**config.mk**
```make
export PLATFORM = sky130hd
export DESIGN_NAME = eth_axi_regs
export DESIGN_NICKNAME = d
export VERILOG_FILES = /design/src/rtl/eth_axi_regs.sv
export SDC_FILE = /design/constraint.sdc
export NUM_CORES = 1
export LEC_CHECK = 0
export ABC_AREA = 1
export CAP_MARGIN = 20
export CORE_MARGIN = 1
export CORE_UTILIZATION = 24
export CTS_BUF_LIST = sky130_fd_sc_hd__clkbuf_8 sky130_fd_sc_hd__clkbuf_16
export DETAILED_ROUTE_END_ITERATION = 10
export REMOVE_ABC_BUFFERS = 1
export SLEW_MARGIN = 40
export SYNTH_ARGS = -nofsm -noshare
export SYNTH_HDL_FRONTEND = slang
export SYNTH_SLANG_ARGS = --single-unit
```
**constraint.sdc**
```tcl
create_clock -name AXI_Clk -period 1.6 [get_ports AXI_Clk]
set_clock_uncertainty 0.15 [all_clocks]
set_input_delay 0.32 -clock AXI_Clk [delete_from_list [all_inputs] [get_ports AXI_Clk]]
set_output_delay 0.32 -clock AXI_Clk [all_outputs]
set_load 0.01 [all_outputs]
```
**src/rtl/eth_axi_regs.sv**
```systemverilog
// AXI4-Lite register file for the Ethernet subsystem: control, MDIO command/data,
// scratch and status registers, with one outstanding write and one outstanding read.
module eth_axi_regs #(
    parameter int unsigned ADDR_WIDTH = 8,
    parameter logic [31:0] VERSION    = 32'h0001_0000
) (
    input  logic        AXI_Clk,
    input  logic        AXI_Rstn,
    input  logic        AXI_awvalid,
    output logic        AXI_awready,
    input  logic [31:0] AXI_awaddr,
    input  logic        AXI_wvalid,
    output logic        AXI_wready,
    input  logic [31:0] AXI_wdata,
    input  logic [3:0]  AXI_wstrb,
    output logic        AXI_bvalid,
    output logic [1:0]  AXI_bresp,
    input  logic        AXI_bready,
    input  logic        AXI_arvalid,
    output logic        AXI_arready,
    input  logic [31:0] AXI_araddr,
    output logic        AXI_rvalid,
    output logic [31:0] AXI_rdata,
    output logic [1:0]  AXI_rresp,
    input  logic        AXI_rready,
    output logic [31:0] Ctrl_Reg,
    output logic [31:0] Mdio_Cmd_Reg,
    output logic [15:0] Mdio_Wdata_Reg,
    output logic        Mdio_Start,
    input  logic [15:0] Mdio_Rdata,
    input  logic [31:0] Status
);

    localparam logic [1:0] RESP_OKAY   = 2'b00;
    localparam logic [1:0] RESP_SLVERR = 2'b10;

    typedef enum logic [2:0] {
        IDX_CTRL       = 3'd0,
        IDX_MDIO_CMD   = 3'd1,
        IDX_MDIO_WDATA = 3'd2,
        IDX_MDIO_RDATA = 3'd3,
        IDX_STATUS     = 3'd4,
        IDX_SCRATCH    = 3'd5,
        IDX_VERSION    = 3'd6,
        IDX_MDIO_GO    = 3'd7
    } reg_idx_e;

    typedef struct packed {
        logic [31:0] data;
        logic [3:0]  strb;
    } wr_beat_t;

    // Write-channel capture
    logic                  aw_hold;
    logic                  w_hold;
    logic [ADDR_WIDTH-1:2] aw_addr_q;
    wr_beat_t              w_beat_q;

    logic [31:0] ctrl_q;
    logic [31:0] mdio_cmd_q;
    logic [15:0] mdio_wdata_q;
    logic [31:0] scratch_q;

    logic        aw_hs, w_hs, ar_hs, commit;
    logic        wr_oor, wr_writable, wr_ok;
    reg_idx_e    wr_idx;
    logic [31:0] ctrl_m, mdio_cmd_m, mdio_wdata_m, scratch_m;
    logic        rd_oor;
    reg_idx_e    rd_idx;
    logic [31:0] rd_val;
    logic        rd_known;

    // Bits the decoder never looks at.
    logic unused_addr_bits;
    assign unused_addr_bits = ^{AXI_awaddr[31:ADDR_WIDTH], AXI_awaddr[1:0],
                                AXI_araddr[31:ADDR_WIDTH], AXI_araddr[1:0]};

    function automatic logic [31:0] merge_bytes(input logic [31:0] old,
                                                input logic [31:0] data,
                                                input logic [3:0]  strb);
        logic [31:0] res;
        res = old;
        for (int i = 0; i < 4; i++)
            if (strb[i]) res[8*i +: 8] = data[8*i +: 8];
        return res;
    endfunction

    assign AXI_awready = !aw_hold && !AXI_bvalid;
    assign AXI_wready  = !w_hold && !AXI_bvalid;
    assign AXI_arready = !AXI_rvalid;

    assign aw_hs  = AXI_awvalid && AXI_awready;
    assign w_hs   = AXI_wvalid && AXI_wready;
    assign ar_hs  = AXI_arvalid && AXI_arready;
    assign commit = aw_hold && w_hold;

    assign wr_oor = |aw_addr_q[ADDR_WIDTH-1:5];
    assign wr_idx = reg_idx_e'(aw_addr_q[4:2]);

    always_comb begin
        wr_writable = 1'b0;
        case (wr_idx)
            IDX_CTRL, IDX_MDIO_CMD, IDX_MDIO_WDATA,
            IDX_SCRATCH, IDX_MDIO_GO: wr_writable = 1'b1;
            default:                  wr_writable = 1'b0;
        endcase
    end

    assign wr_ok = !wr_oor && wr_writable;

    always_comb begin
        ctrl_m       = merge_bytes(ctrl_q, w_beat_q.data, w_beat_q.strb);
        mdio_cmd_m   = merge_bytes(mdio_cmd_q, w_beat_q.data, w_beat_q.strb);
        mdio_wdata_m = merge_bytes({16'h0, mdio_wdata_q}, w_beat_q.data, w_beat_q.strb);
        scratch_m    = merge_bytes(scratch_q, w_beat_q.data, w_beat_q.strb);
    end

    always_ff @(posedge AXI_Clk or negedge AXI_Rstn) begin
        if (!AXI_Rstn) begin
            aw_hold    <= 1'b0;
            w_hold     <= 1'b0;
            aw_addr_q  <= '0;
            w_beat_q   <= '0;
            AXI_bvalid <= 1'b0;
            AXI_bresp  <= RESP_OKAY;
            Mdio_Start <= 1'b0;
        end else begin
            Mdio_Start <= 1'b0;
            if (aw_hs) begin
                aw_hold   <= 1'b1;
                aw_addr_q <= AXI_awaddr[ADDR_WIDTH-1:2];
            end
            if (w_hs) begin
                w_hold   <= 1'b1;
                w_beat_q <= '{data: AXI_wdata, strb: AXI_wstrb};
            end
            if (commit) begin
                aw_hold    <= 1'b0;
                w_hold     <= 1'b0;
                AXI_bvalid <= 1'b1;
                AXI_bresp  <= wr_ok ? RESP_OKAY : RESP_SLVERR;
                Mdio_Start <= wr_ok && (wr_idx == IDX_MDIO_GO) &&
                              w_beat_q.strb[0] && w_beat_q.data[0];
            end else if (AXI_bvalid && AXI_bready) begin
                AXI_bvalid <= 1'b0;
            end
        end
    end

    always_ff @(posedge AXI_Clk or negedge AXI_Rstn) begin
        if (!AXI_Rstn) begin
            ctrl_q       <= '0;
            mdio_cmd_q   <= '0;
            mdio_wdata_q <= '0;
            scratch_q    <= '0;
        end else if (commit && wr_ok) begin
            case (wr_idx)
                IDX_CTRL:       ctrl_q       <= ctrl_m;
                IDX_MDIO_CMD:   mdio_cmd_q   <= mdio_cmd_m;
                IDX_MDIO_WDATA: mdio_wdata_q <= mdio_wdata_m[15:0];
                IDX_SCRATCH:    scratch_q    <= scratch_m;
                default:        ;
            endcase
        end
    end

    // Read mux samples pre-commit register values, so a read on a commit edge sees old data.
    assign rd_oor = |AXI_araddr[ADDR_WIDTH-1:5];
    assign rd_idx = reg_idx_e'(AXI_araddr[4:2]);

    always_comb begin
        rd_val   = '0;
        rd_known = 1'b1;
        case (rd_idx)
            IDX_CTRL:       rd_val = ctrl_q;
            IDX_MDIO_CMD:   rd_val = mdio_cmd_q;
            IDX_MDIO_WDATA: rd_val = {16'h0, mdio_wdata_q};
            IDX_MDIO_RDATA: rd_val = {16'h0, Mdio_Rdata};
            IDX_STATUS:     rd_val = Status;
            IDX_SCRATCH:    rd_val = scratch_q;
            IDX_VERSION:    rd_val = VERSION;
            IDX_MDIO_GO:    rd_val = '0;
            default:        rd_known = 1'b0;
        endcase
    end

    always_ff @(posedge AXI_Clk or negedge AXI_Rstn) begin
        if (!AXI_Rstn) begin
            AXI_rvalid <= 1'b0;
            AXI_rdata  <= '0;
            AXI_rresp  <= RESP_OKAY;
        end else if (ar_hs) begin
            AXI_rvalid <= 1'b1;
            AXI_rdata  <= (rd_oor || !rd_known) ? 32'h0 : rd_val;
            AXI_rresp  <= (rd_oor || !rd_known) ? RESP_SLVERR : RESP_OKAY;
        end else if (AXI_rvalid && AXI_rready) begin
            AXI_rvalid <= 1'b0;
        end
    end

    assign Ctrl_Reg       = ctrl_q;
    assign Mdio_Cmd_Reg   = mdio_cmd_q;
    assign Mdio_Wdata_Reg = mdio_wdata_q;

endmodule

```
; After elaboration in Yosys (flattened, before gate mapping)
; Index checks and enable logic that the tools add are counted.
[op_classes]
reduce_logical = 41
muxes = 14
n_eq_ne = 11
[ops]
columns = operator, n
row1 = one-hot mux 32 bit (8 select lines), 1
row2 = AND reduction 3 bit, 14
row3 = 2-to-1 mux 32 bit, 1
row4 = "== test 3 bit, second input constant", 6
row5 = logical AND 1 bit, 13
row6 = 2-to-1 mux 1 bit, 10
row7 = "== test 3 x 2 -> 1 bit, second input constant", 3
row8 = nonzero test 2 bit, 4
row9 = "== test 3 x 1 -> 1 bit, second input constant", 2
row10 = zero test 3 bit, 2
row11 = OR reduction 3 bit, 2
row12 = zero test 1 bit, 5
row13 = OR reduction 5 bit, 1
row14 = 2-to-1 mux 2 bit, 2
[word_totals]
reg_bits = 195
wordCells = 91

; Depth between registers and ports, before layout
; Gate-level depths: netlist of the first run.
[logic_depth]
depth_word = 8
depth_mapped = 8

; Least setup slack after synthesis of the first run
; OpenSTA, ideal clock, no wires.
[synth_path]
kind = register to register
start = reg aw_addr_q[4] (netlist bit)
end = reg scratch_q[23]
arrival_time_ps = 1390
stages_incl_launch_ff = 7
setup_ps = 118
required_time_ps = 1332
path_slack_ps = -57
path_cell_list = dfrtp_1 -> buf_4 -> inv_1 -> nor3_4 -> nand4_4 -> nand2_1 -> nand2_1
[synth_via]
elab_chain_cells = 6
[synth_lines]
columns = item, line_no
row1 = "start, declared", 56  ; logic [ADDR_WIDTH-1:2] aw_addr_q;
row2 = "start signal, assigned", 131  ; aw_addr_q <= AXI_awaddr[ADDR_WIDTH-1:2];
row3 = == test 3 bit (tied with other cells), 102  ; case (wr_idx)
row4 = OR reduction 5 bit, 102
row5 = 2-to-1 mux 1 bit, 102
row6 = logical AND 1 bit, 109  ; assign wr_ok = !wr_oor && wr_writable;
row7 = logical AND 1 bit, 156  ; end else if (commit && wr_ok) begin
row8 = AND reduction 3 bit (no line) (*), --
row9 = "end signal, assigned", 161  ; IDX_SCRATCH: scratch_q <= scratch_m;
row10 = "end, declared", 62  ; logic [31:0] scratch_q;
; Mark *: on every way between the ends. The rest lies on a longest branch, timed or not.
; A chain may end at the register's enable or synchronous reset.

; Final worst setup path of the first run
[layout_path]
start = reg w_hold
end = reg scratch_q[2]
[layout_via]
elab_chain_cells = 3
[layout_lines]
columns = item, line_no
row1 = "start, declared", 55  ; logic w_hold;
row2 = "start signal, assigned", 121  ; w_hold <= 1'b0;
row3 = "start signal, assigned", 134  ; w_hold <= 1'b1;
row4 = "start signal, assigned", 139  ; w_hold <= 1'b0;
row5 = logical AND 1 bit, 95  ; assign commit = aw_hold && w_hold;
row6 = logical AND 1 bit, 156
row7 = AND reduction 3 bit (no line), --
; No other way between the ends.

==> results of run 1 <==
-- final cells by class --
| type | instances | area share (%) |
|---|---|---|
| clock buffer | 18 | 3.03 |
| timing repair buffer | 408 | 27.4 |
| inverter | 49 | 1.28 |
| clock inverter | 13 | 0.949 |
| multi-input combinational | 758 | 29.7 |
| sequential | 193 | 33.3 |
| antenna | 1 | 0.0172 |
| tap | 504 | 4.35 |
-- what timing repair did --
item	CTS	global route
resized for setup	307	212
gates cloned	5	4
endpoints found under the setup margin	232	191
setup buffers	65	17
pin swaps	11	55
hold buffers	1	0
hold endpoints to repair	34	0
-- routing by layer --
metal	GRT usage, %	wire (microns)	up-vias	part of all wire, %
li1	-	-	4256	-
met1	23.1	15100	4455	42
met2	30.6	17700	333	49
met3	4.74	2650	55	7.3
met4	6.68	880	4	2.4
met5	0	27	-	0.074
-- stage by stage --
stage	util (%)	instance area [sq um]	std cells	worst slack (ns)	setup TNS (ns)
after floorplan	-	8780	1000	-0.988	-149.47
after detailed placement	34.3	12700	1823	-0.431	-23.21
after global routing	39.3	14500	1944	-0.255	-21.58
after global placement	34.3	12700	1823	-0.409	-19.49
final	39.3	14500	1944	-0.162	-9.54
after CTS	37.9	14000	1925	-0.197	-13.17
-- registers in the layout, summed over array words and instances (netlist names) --
signal,cells
AXI_bresp,1
AXI_bvalid,1
AXI_rdata,32
AXI_rresp,1
AXI_rvalid,1
Ctrl_Reg,32
Mdio_Cmd_Reg,32
Mdio_Start,1
Mdio_Wdata_Reg,16
aw_addr_q,6
aw_hold,1
scratch_q,32
w_beat_q,36
w_hold,1
-- path summary, 6_finish.rpt --
kind	startpoint	to	slack (ns)	depth (start not counted)
min in group AXI_Clk	AXI_wstrb[1]	w_beat_q[1]$_DFFE_PN0P_	0.30	3
worst min-delay path	AXI_Rstn	Ctrl_Reg[24]$_DFFE_PN0P_	0.23	2
worst max register to register	w_hold$_DFFE_PN0P_	scratch_q[2]$_DFFE_PN0P_	-0.16	9
worst min register to register	scratch_q[31]$_DFFE_PN0P_	scratch_q[31]$_DFFE_PN0P_	0.32	2
max in group asynchronous	AXI_Rstn	AXI_rdata[8]$_DFFE_PN0P_	0.46	3
worst max-delay path	w_hold$_DFFE_PN0P_	scratch_q[2]$_DFFE_PN0P_	-0.16	9
-- critical path, cell delays in order (launching register included) --
cell,delay (ns)
dfrtp_1,0.40
nand2_2,0.12
inv_2,0.07
nand2_2,0.06
nor2_4,0.19
clkbuf_16,0.21
buf_4,0.12
nand4_4,0.15
nand2_1,0.12
nand2_1,0.05
-- power groups by stage --
stage               sequential (mW)  clock, mW  combinational [mW]
floorplan                      6.65          0                1.72
global placement               6.73          0                4.19
detailed placement             6.76          0                4.25
CTS                            6.66       4.43                4.53
global route                   6.88       4.60                5.19
finish                         6.77       4.32                4.81
-- logic make-up after synthesis --
group / count (synthesis) / synth area share (%)
AO/OA/AOI/OAI: 93 / 5.22
multiplexers: 33 / 4.09
buffers and inverters: 108 / 5.37
flip-flops: 193 / 53.2
other: 1 / 0.0413
AND/OR/NAND/NOR: 630 / 32.1
-- Yosys cell counts, drive strengths merged --
library cell | instances | share of area (%)
nand2 | 385 | 16
dfrtp | 193 | 53
nand3 | 171 | 9.6
o21ai | 49 | 2.7
inv | 47 | 1.9
a21oi | 42 | 2.4
nand4 | 40 | 4.4
mux2 | 33 | 4.1
buf | 32 | 2.2
nor2 | 28 | 1.5
clkbuf | 27 | 1.1
nor3 | 6 | 0.69
clkinv | 2 | 0.083
conb | 1 | 0.041
o21a | 1 | 0.083
o21bai | 1 | 0.083
==> impl_metrics.tcl, run 1 <==
set metrics [dict create \
    outcome "complete, but fails checks" \
    violations "setup timing" \
    grt_pass1_vias 8931 \
    drt_wl_total_microns 36300 \
    layout_commonest_cell "nand2_1" \
    grt_use_total_pct 18.4 \
    fin_crit_ns 1.76 \
    die-area_sq_mm 0.0386 \
    clk_pin_slew_worst_paths_ns 0.07 \
    place_congestion 0.858 \
    cts_tree "built" \
    ys_warn_count 0 \
    grt-ovfl-total 0 \
    num_rows 70 \
    hold_path_class "primary input to async pin" \
    drive_gt1_share_pct 32.2 \
    antenna_found_initial 3 \
    clk_root_buffer_cell "clkbuf_16" \
    critical_path_arrival_ns 1.95 \
    intPower_mw 10.4 \
    ys_types 27 \
    layout.nets 1582 \
    nFillCells 3693 \
    power_frac_comb_pct 30.3 \
    synthCells 1058 \
    rsz0062_at_grt "true" \
    p_clk_share_pct 27.2 \
    slew_viol_final 0 \
    htree_num_levels 4 \
    netlist_area_sq_mm 0.00908 \
    synth_seq_area_share_pct 53.2 \
    layout_setup_ws_ns -0.162 \
    io_pins 277 \
    power_mw 15.9 \
    maxCapViolCount 0 \
    cts_made_buffers 17 \
    leakage_nw 7.00 \
    multi_input_area_sq_mm 0.00431 \
    wire_per_inst_microns 18.7 \
    ant_nets 0 \
    final_hold_viol_count 0 \
    cts.sinks 193 \
    switching_power_mw 5.48 \
    cp-start-kind "flip-flop" \
    first_iter_violations 611 \
    power.density_mw_per_mm2 1100 \
    syn2layout_area_growth_pct 59.8 \
    syn_avg_cell_area_sq_um 8.58 \
    mostFrequentLayoutCells "nand2_1, dfrtp_1, nand3_1" \
    crit_path_end_kind "flip-flop" \
    io_buffers 222 \
    p_sw_share_pct 34.5 \
    start_util_pct 24.6 \
    die_h_microns 197 \
    crit_fanout 8 \
    tightest_slew_ns 0.500 \
    die_w_microns 197 \
    pwr-share-seq_pct 42.6 \
    holdWs_ns 0.227 \
    required_ns 1.79 \
    setup.worst_path.class "flip-flop to flip-flop" \
    grt_pass1_wl_microns 53600 \
    final-seq-area_sq_mm 0.00483 \
    synth.ff_latch_count 193 \
    worst_slew_margin_rel_pct 66.6 \
    drc_errors 0 \
    clk_latency_ns 0.45 \
    dp.final_hpwl_microns 24700 \
    clockBufferDepth 2 \
    first_pass_iters 5 \
    core_area_sq_mm 0.0370 \
    num_vias 9103 \
    ir_drop_mv 0.757 \
    via_per_inst 4.68 \
    setup_viol 114 \
    grt_max_degree 46 \
    fmax_mhz 567 \
    period_share_pct 110 \
]
Note: power is estimated with default switching activity, not from simulation.
==> inputs of run 2 (changes only) <==
--- a/config.mk
+++ b/config.mk
@@ -11,8 +11,8 @@
 export CORE_UTILIZATION = 24
 export CTS_BUF_LIST = sky130_fd_sc_hd__clkbuf_8 sky130_fd_sc_hd__clkbuf_16
 export DETAILED_ROUTE_END_ITERATION = 10
-export REMOVE_ABC_BUFFERS = 1
 export SLEW_MARGIN = 40
 export SYNTH_ARGS = -nofsm -noshare
 export SYNTH_HDL_FRONTEND = slang
 export SYNTH_SLANG_ARGS = --single-unit
+export TNS_END_PERCENT = 1
==> impl_metrics.tcl, run 2 (synthesis gave the netlist of run 1 again) <==
set metrics [dict create \
    final-seq-area_sq_mm 0.00483 \
    cp-start-kind "flip-flop" \
    grt_pass1_vias 8451 \
    num_rows 70 \
    ir_drop_mv 0.795 \
    cts_tree "built" \
    wire_per_inst_microns 18.3 \
    largest_reg_flops 36 \
    outcome "complete, but fails checks" \
    place_congestion 0.874 \
    fin_crit_ns 1.73 \
    worstSetupStartpoint "aw_hold$_DFFE_PN0P_" \
    setup-tns-final_ns -5.29 \
    power.density_mw_per_mm2 1160 \
    layout_setup_ws_ns -0.128 \
    drive_gt1_share_pct 23.6 \
    first_pass_iters 5 \
    setup_viol 115 \
    via_per_inst 4.56 \
    max_stage_delay_ns 0.42 \
    ant_nets 0 \
    dpl_cell_area_sq_mm 0.0127 \
    drc_errors 0 \
    required_ns 1.13 \
    cts.sinks 193 \
    stdcell_area_sq_mm 0.0132 \
    hold_path_class "primary input to async pin" \
    regMostFlops "w_beat_q" \
    dp.final_hpwl_microns 25400 \
    critical_path_arrival_ns 1.26 \
    leakage_nw 6.63 \
    antenna_found_initial 3 \
    mostFrequentLayoutCells "nand2_1, dfrtp_1, nand3_1" \
    worstPathCellList "nor2_1 -> clkdlybuf4s15_2" \
    nFillCells 3845 \
    grt_use_total_pct 18.0 \
    crit_path_end_kind "output pin" \
    layout.nets 1521 \
    grt_pass1_wl_microns 52300 \
    htree_num_levels 4 \
    multi_input_area_sq_mm 0.00385 \
    die_w_microns 197 \
    clk_root_buffer_cell "clkbuf_16" \
    die_h_microns 197 \
    clk_latency_ns 0.46 \
    num_vias 8595 \
    core_area_sq_mm 0.0370 \
    setup.worst_path.class "flip-flop to output pin" \
    grt_max_degree 48 \
    clockBufferDepth 2 \
    io_pins 277 \
    worstRegToRegCells 7 \
    clk_pin_slew_worst_paths_ns 0.07 \
    slew_viol_final 0 \
    cpMaxStageDelayCell "dfrtp_1" \
    final_hold_viol_count 0 \
    maxCapViolCount 0 \
    regToRegStartpoint "aw_addr_q[4]$_DFFE_PN0P_" \
    start_util_pct 24.6 \
    crit_fanout 3 \
    drt_wl_total_microns 34600 \
    rsz0062_at_grt "true" \
    cts_made_buffers 17 \
    syn2layout_area_growth_pct 45.1 \
    layout_commonest_cell "nand2_1" \
    fmax_mhz 579 \
    die-area_sq_mm 0.0386 \
    first_iter_violations 765 \
    io_buffers 222 \
    grt-ovfl-total 0 \
    period_share_pct 108 \
    violations "setup timing" \
]
run 2: changes by cell type in the layout (fill, tap and decap cells not counted), moves of 21 or more:
cell	delta
a21oi_2	-21
buf_4	-37
clkdlybuf4s15_1	-37
buf_2	+29
nand3_1	+29
nand2_2	-61
nand2_1	+63
a21oi_1	+24
nand3_2	-26
run 2: timing repair:
| action | CTS | global route |
|---|---|---|
| endpoints found under the hold margin | 193 | 0 |
| setup buffers | 12 | 3 |
| hold buffers | 1 | 0 |
| cloned | 0 | 1 |
| pin swaps | 4 | 3 |
| endpoints found under the setup margin | 259 | 213 |
| gates resized for setup | 332 | 91 |
run 2: critical path, delay by kind of cell (launching register included):
| kind | cells | cell delay, ns |
|---|---|---|
| DFF | 1 | 0.42 |
| buffers and inverters | 1 | 0.24 |
| and+or+nand+nor | 1 | 0.15 |
run 2: stage by stage:
step | power [mW] | worst slack (ns) | cells | utilization (%) | hold slack (ns)
floorplan | 8.62 | -0.0389 | 1059 | - | -0.126
global placement | 10.9 | -0.558 | 1834 | 34.5 | 0.104
detailed placement | 11.0 | -0.584 | 1834 | 34.5 | 0.107
CTS | 15.3 | -0.142 | 1879 | 36.2 | 0.181
global route | 16.0 | -0.210 | 1885 | 35.7 | 0.189
finish | 15.2 | -0.128 | 1886 | 35.7 | 0.187
run 2: worst paths after layout:
kind                                                      to  slack [ns]
worst min register to register     AXI_rdata[17]$_DFFE_PN0P_        0.33
min in group AXI_Clk                  AXI_bvalid$_DFFE_PN0P_        0.28
worst min-delay path             Mdio_Cmd_Reg[7]$_DFFE_PN0P_        0.19
worst max-delay path                             AXI_awready       -0.13
max in group asynchronous       Mdio_Cmd_Reg[27]$_DFFE_PN0P_        0.54
worst max register to register      scratch_q[2]$_DFFE_PN0P_       -0.10
run 2: per-layer routing:
layer	vias up	global-route usage (%)	wire length [microns]
met3	30	3.51	2040
met5	-	0	12
met4	2	4.98	585
li1	4123	-	-
met2	280	27.7	15600
met1	4160	25.5	16300
run 2: area by class of cell:
| cell class | count | share of cell area (%) |
|---|---|---|
| flip-flops and latches | 193 | 36.7 |
| inverters | 49 | 1.42 |
| repair buffers | 347 | 23.4 |
| clock inverters | 14 | 1.08 |
| clock buffers | 18 | 3.33 |
| multi-input cells | 758 | 29.2 |
| diodes | 3 | 0.0570 |
| well taps | 504 | 4.78 |
run 2: where the power goes:
part	internal [mW]	total (mW)	leakage (nW)	switching [mW]
Sequential	5.75	6.80	2.57	1.05
Clock	2.24	4.36	0.277	2.12
Combinational	1.90	4.08	3.78	2.18
==> inputs of run 3 (changes only) <==
--- a/config.mk
+++ b/config.mk
@@ -15,4 +15,3 @@
 export SYNTH_ARGS = -nofsm -noshare
 export SYNTH_HDL_FRONTEND = slang
 export SYNTH_SLANG_ARGS = --single-unit
-export TNS_END_PERCENT = 1
==> impl_metrics.tcl, run 3 (synthesis gave the netlist of run 1 again) <==
set metrics [dict create \
    antenna_cells 0 \
    grt_pass1_wl_microns 54800 \
    tightest_slew_ns 0.550 \
    clk_latency_ns 0.45 \
    multi_input_area_sq_mm 0.00412 \
    drc_errors 0 \
    required_ns 1.84 \
    io_buffers 222 \
    leakage_nw 7.03 \
    crit_fanout 12 \
    largest_reg_flops 36 \
    layout.nets 1589 \
    violations "setup timing" \
    via_per_inst 4.68 \
    layout_commonest_cell "nand2_1" \
    drive_gt1_share_pct 31.2 \
    wire_per_inst_microns 18.4 \
    start_util_pct 24.6 \
    setup-tns-final_ns -3.85 \
    ir_drop_mv 0.823 \
    core_area_sq_mm 0.0370 \
    worst_slew_margin_rel_pct 63.3 \
    crit_path_end_kind "flip-flop" \
    holdWs_ns 0.215 \
    slew_viol_final 0 \
    ant_nets 0 \
    crit_buf_inv 4 \
    grt-ovfl-total 0 \
    mostFrequentLayoutCells "nand2_1, dfrtp_1, nand3_1" \
    first_pass_iters 7 \
    die_h_microns 197 \
    rsz0062_at_grt "true" \
    grt_max_degree 38 \
    cp-start-kind "flip-flop" \
    antenna_found_initial 1 \
    final_hold_viol_count 0 \
    worstPathCellList "inv_1 -> nand2_1 -> nor2_4 -> nand3_4 -> buf_4 -> buf_12 -> nor2_4 -> buf_12 -> nand3_1 -> nand2_2" \
    cts_tree "built" \
    maxCapViolCount 0 \
    period_share_pct 105 \
    nFillCells 3698 \
    io_pins 277 \
    power.density_mw_per_mm2 1130 \
    max_stage_delay_ns 0.41 \
    syn2layout_area_growth_pct 56.3 \
    cts.sinks 193 \
    power_mw 16.0 \
    setup_viol 111 \
    place_congestion 0.916 \
    num_rows 70 \
    hold_path_class "primary input to async pin" \
    clk_pin_slew_worst_paths_ns 0.08 \
    fmax_mhz 594 \
    grt_pass1_vias 9057 \
    num_vias 9132 \
    cpLargestDelayFamily "simple AND/OR/NAND/NOR gates" \
    regMostFlops "w_beat_q" \
    htree_num_levels 4 \
    layout_setup_ws_ns -0.0841 \
    outcome "complete, but fails checks" \
    final-seq-area_sq_mm 0.00483 \
    die_w_microns 197 \
    setup.worst_path.class "flip-flop to flip-flop" \
    cpMaxStageDelayCell "dfrtp_1" \
    fin_crit_ns 1.68 \
    dp.final_hpwl_microns 24400 \
    die-area_sq_mm 0.0386 \
    critical_path_arrival_ns 1.92 \
    clk_root_buffer_cell "clkbuf_16" \
    cts_made_buffers 17 \
    drt_wl_total_microns 35900 \
    first_iter_violations 705 \
    clockBufferDepth 2 \
    grt_use_total_pct 18.8 \
]
==> run 3: routing by layer <==
layer  routed length [microns]  global-route usage (%)  vias up
met5                        13                       0        -
met4                       514                    4.89        2
met3                      2670                    4.28       42
met2                     17100                    30.1      384
met1                     15600                    25.5     4425
li1                          -                       -     4279
==> run 3: stage by stage <==
stage               util (%)  setup WS (ns)  instance area [sq um]  std cells
finish                  38.4        -0.0841                  14200       1951
global route            38.4         -0.174                  14200       1951
CTS                     38.3        -0.0980                  14100       1941
detailed placement      34.2         -0.651                  12700       1826
global placement        34.2         -0.652                  12700       1826
floorplan                  -        -0.0268                   9100       1059
==> run 3: report_power, final <==
group | internal [mW] | total, mW | leakage [nW] | switching, mW
combinational | 2.55 | 5.13 | 4.19 | 2.58
sequential | 5.76 | 6.70 | 2.57 | 0.940
clock | 2.10 | 4.17 | 0.277 | 2.07
total | 10.4 | 16.0 | 7.03 | 5.59
==> run 3: path summary, 6_finish.rpt <==
| path | endpoint | from | cells after the start | slack [ns] |
|---|---|---|---|---|
| max in group asynchronous | AXI_rdata[2]$_DFFE_PN0P_ | AXI_Rstn | 3 | 0.56 |
| setup reg to reg | Ctrl_Reg[24]$_DFFE_PN0P_ | aw_addr_q[6]$_DFFE_PN0P_ | 10 | -0.08 |
| hold / removal | Mdio_Cmd_Reg[26]$_DFFE_PN0P_ | AXI_Rstn | 2 | 0.22 |
| hold reg to reg | scratch_q[16]$_DFFE_PN0P_ | scratch_q[16]$_DFFE_PN0P_ | 2 | 0.32 |
| setup / recovery | Ctrl_Reg[24]$_DFFE_PN0P_ | aw_addr_q[6]$_DFFE_PN0P_ | 10 | -0.08 |
| min in group AXI_Clk | AXI_rvalid$_DFFE_PN0P_ | AXI_rready | 2 | 0.29 |
==> run 3: repair_timing <==
item / CTS / global route
gates resized for setup: 391 / 105
hold buffers: 1 / 0
setup endpoints to repair: 297 / 218
gates cloned: 6 / 2
buffers inserted: 76 / 10
pin swaps: 58 / 25
endpoints found under the hold margin: 96 / 0
==> run 3: area by class of cell <==
type,count,share of cell area [%]
flip-flops and latches,193,34.1
multi-input cells,762,29.0
repair buffers,411,27.3
well taps,504,4.44
clock buffers,19,3.19
inverters,49,1.31
clock inverters,13,0.732
==> variant (settings of run 1) <==
`ADDR_WIDTH`: 8 -> 7.
--- a/src/rtl/eth_axi_regs.sv
+++ b/src/rtl/eth_axi_regs.sv
@@ -1,7 +1,7 @@
 // AXI4-Lite register file for the Ethernet subsystem: control, MDIO command/data,
 // scratch and status registers, with one outstanding write and one outstanding read.
 module eth_axi_regs #(
-    parameter int unsigned ADDR_WIDTH = 8,
+    parameter int unsigned ADDR_WIDTH = 7,
     parameter logic [31:0] VERSION    = 32'h0001_0000
 ) (
     input  logic        AXI_Clk,
Function: changed (Yosys sat finds a counterexample within 4 cycles, from zero or initial values and one cycle with AXI_Rstn low).
==> variant against run 1 <==
The flow still finishes with violations (negative setup slack). Critical endpoint is now scratch_q[24]. Utilization is 0.071 points lower. Routed wire length is 2.9% higher. Synthesized area is 1.7% higher. Power is 16% higher. Clock power is 3% lower. Cell area is 2.0% higher. Largest power group unchanged. Synthesized cell count is 3.5% higher. Sequential cell count is 1 lower. Setup slack better by 0.058 ns. Hold slack worse by 0.039 ns.
==> variant: results (changes against run 1) <==
metric;value;unit;change
cp_slowest_stage_delay;0.45;ns;+0.05 ns
cp_top_family;buffers and inverters;;
whs;0.188;ns;-0.0389 ns
switching_share;37.6;%;+3.1 points
num-multi-input-gates;760;;+0.26%
ys_ff_latch;192;;-0.52%
tightest_slew;0.739;ns;+0.239 ns
synthTopCellsByArea;dfrtp_1 52%, nand2_1 16%, nand4_1 8.9%, mux2_2 4.8%, nand3_1 3.4%;;
multi_input_area_share;29.2;%;-0.52 points
grt_max_degree;45;;-2.2%
p_leak;0.00732;uW;+4.7%
ys_top_cells_by_count;386 x nand2_1, 192 x dfrtp_1, 132 x nand4_1;;
slowest_stage;dfrtp_2;;
p_sw;6940;uW;+27%
fin_util;39.2;%;-0.071 points
placed_cells;1859;;+2.0%
grt_pass1_vias;9075;;+1.6%
grt.total_usage;18.4;%;-0.064 points
dp_hpwl;24.8;mm;+0.26%
r2r_end;scratch_q[24];;
ctsResizeCount;377;;+23%
dr_total_vias;9321;;+2.4%
cts_post_setup_buffers_inserted;74;;+14%
n_clock_buffer;17;;-1
nets;1622;;+2.5%
num-nonclk-buffers;426;;+4.4%
powerSeq;7590;uW;+12%
worst_ir_drop_vdd;0.778;mV;+2.8%
totalNegativeSetupSlack;-4.31;ns;+5.23 ns
cp.arrival;1.90;ns;-0.05 ns
comb_power;6690;uW;+39%
gp_congestion;0.819;;-4.5%
die_w;198;um;+0.83%
setup_violations;96;;-16%
routed-wl-met2;18.4;mm;+4.0%
worst_slack;-0.104;ns;+0.0582 ns
inverters;70;;+43%
status;finished with violations;;
violations;negative setup slack;;
grtUsageMet3;3.85;%;-0.89 points
via_per_inst;4.68;;about the same
clkCellAreaFrac;3.73;%;-0.25 points
seq_area_frac_synth;52.0;%;-1.2 points
place_area;0.0127;mm2;about the same
drive_above_1_share;33.7;%;+1.5 points
nFillCells;3761;;+1.8%
io_buffers;220;;-0.90%
met3WireLength;2.25;mm;-15%
grt_use_met1;23.1;%;+0.046 points
m1WireLength;15.8;mm;+5.0%
seq_area_share;32.5;%;-0.78 points
yosysWarnings;0;;unchanged
cts_root_buf;clkbuf_16;;
grt_use_met2;30.8;%;+0.20 points
syn_inst;1095;;+3.5%
reg2reg_from;aw_addr_q[4];;
wire_per_inst;18.8;um;+0.51%
pre_cts_ws;-0.540;ns;-0.110 ns
buf_share;28.4;%;+1.1 points
## variant: changes by cell type after synthesis, moves of 9 or more
cell and change:
nand4_1 +102, nand3_1 -108, nor2_1 +18, inv_1 +18
o21ai_0 +12, a21oi_1 -38, nand4_4 -10, or2_0 +13
buf_2 +9
## variant: worst max-delay path by stage
stage / start / endpoint / slack [ns]
detailed placement: AXI_araddr[4] / AXI_rdata[19] / -0.54
global route: aw_addr_q[4] / Mdio_Cmd_Reg[21] / -0.17
CTS: AXI_bvalid / AXI_wready / -0.13
floorplan: aw_addr_q[4] / Ctrl_Reg[0] / -2.56
finish: aw_addr_q[4] / scratch_q[24] / -0.10
global placement: AXI_araddr[4] / AXI_rdata[20] / -0.55
## variant: logic make-up after synthesis
logic type / count (synthesis) / share of synthesized area [%]
AND/OR/NAND/NOR: 652 / 32.2
buffers and inverters: 144 / 7.32
multiplexers: 39 / 4.76
AO/OA/AOI/OAI: 67 / 3.63
other: 1 / 0.0406
flip-flops: 192 / 52.0
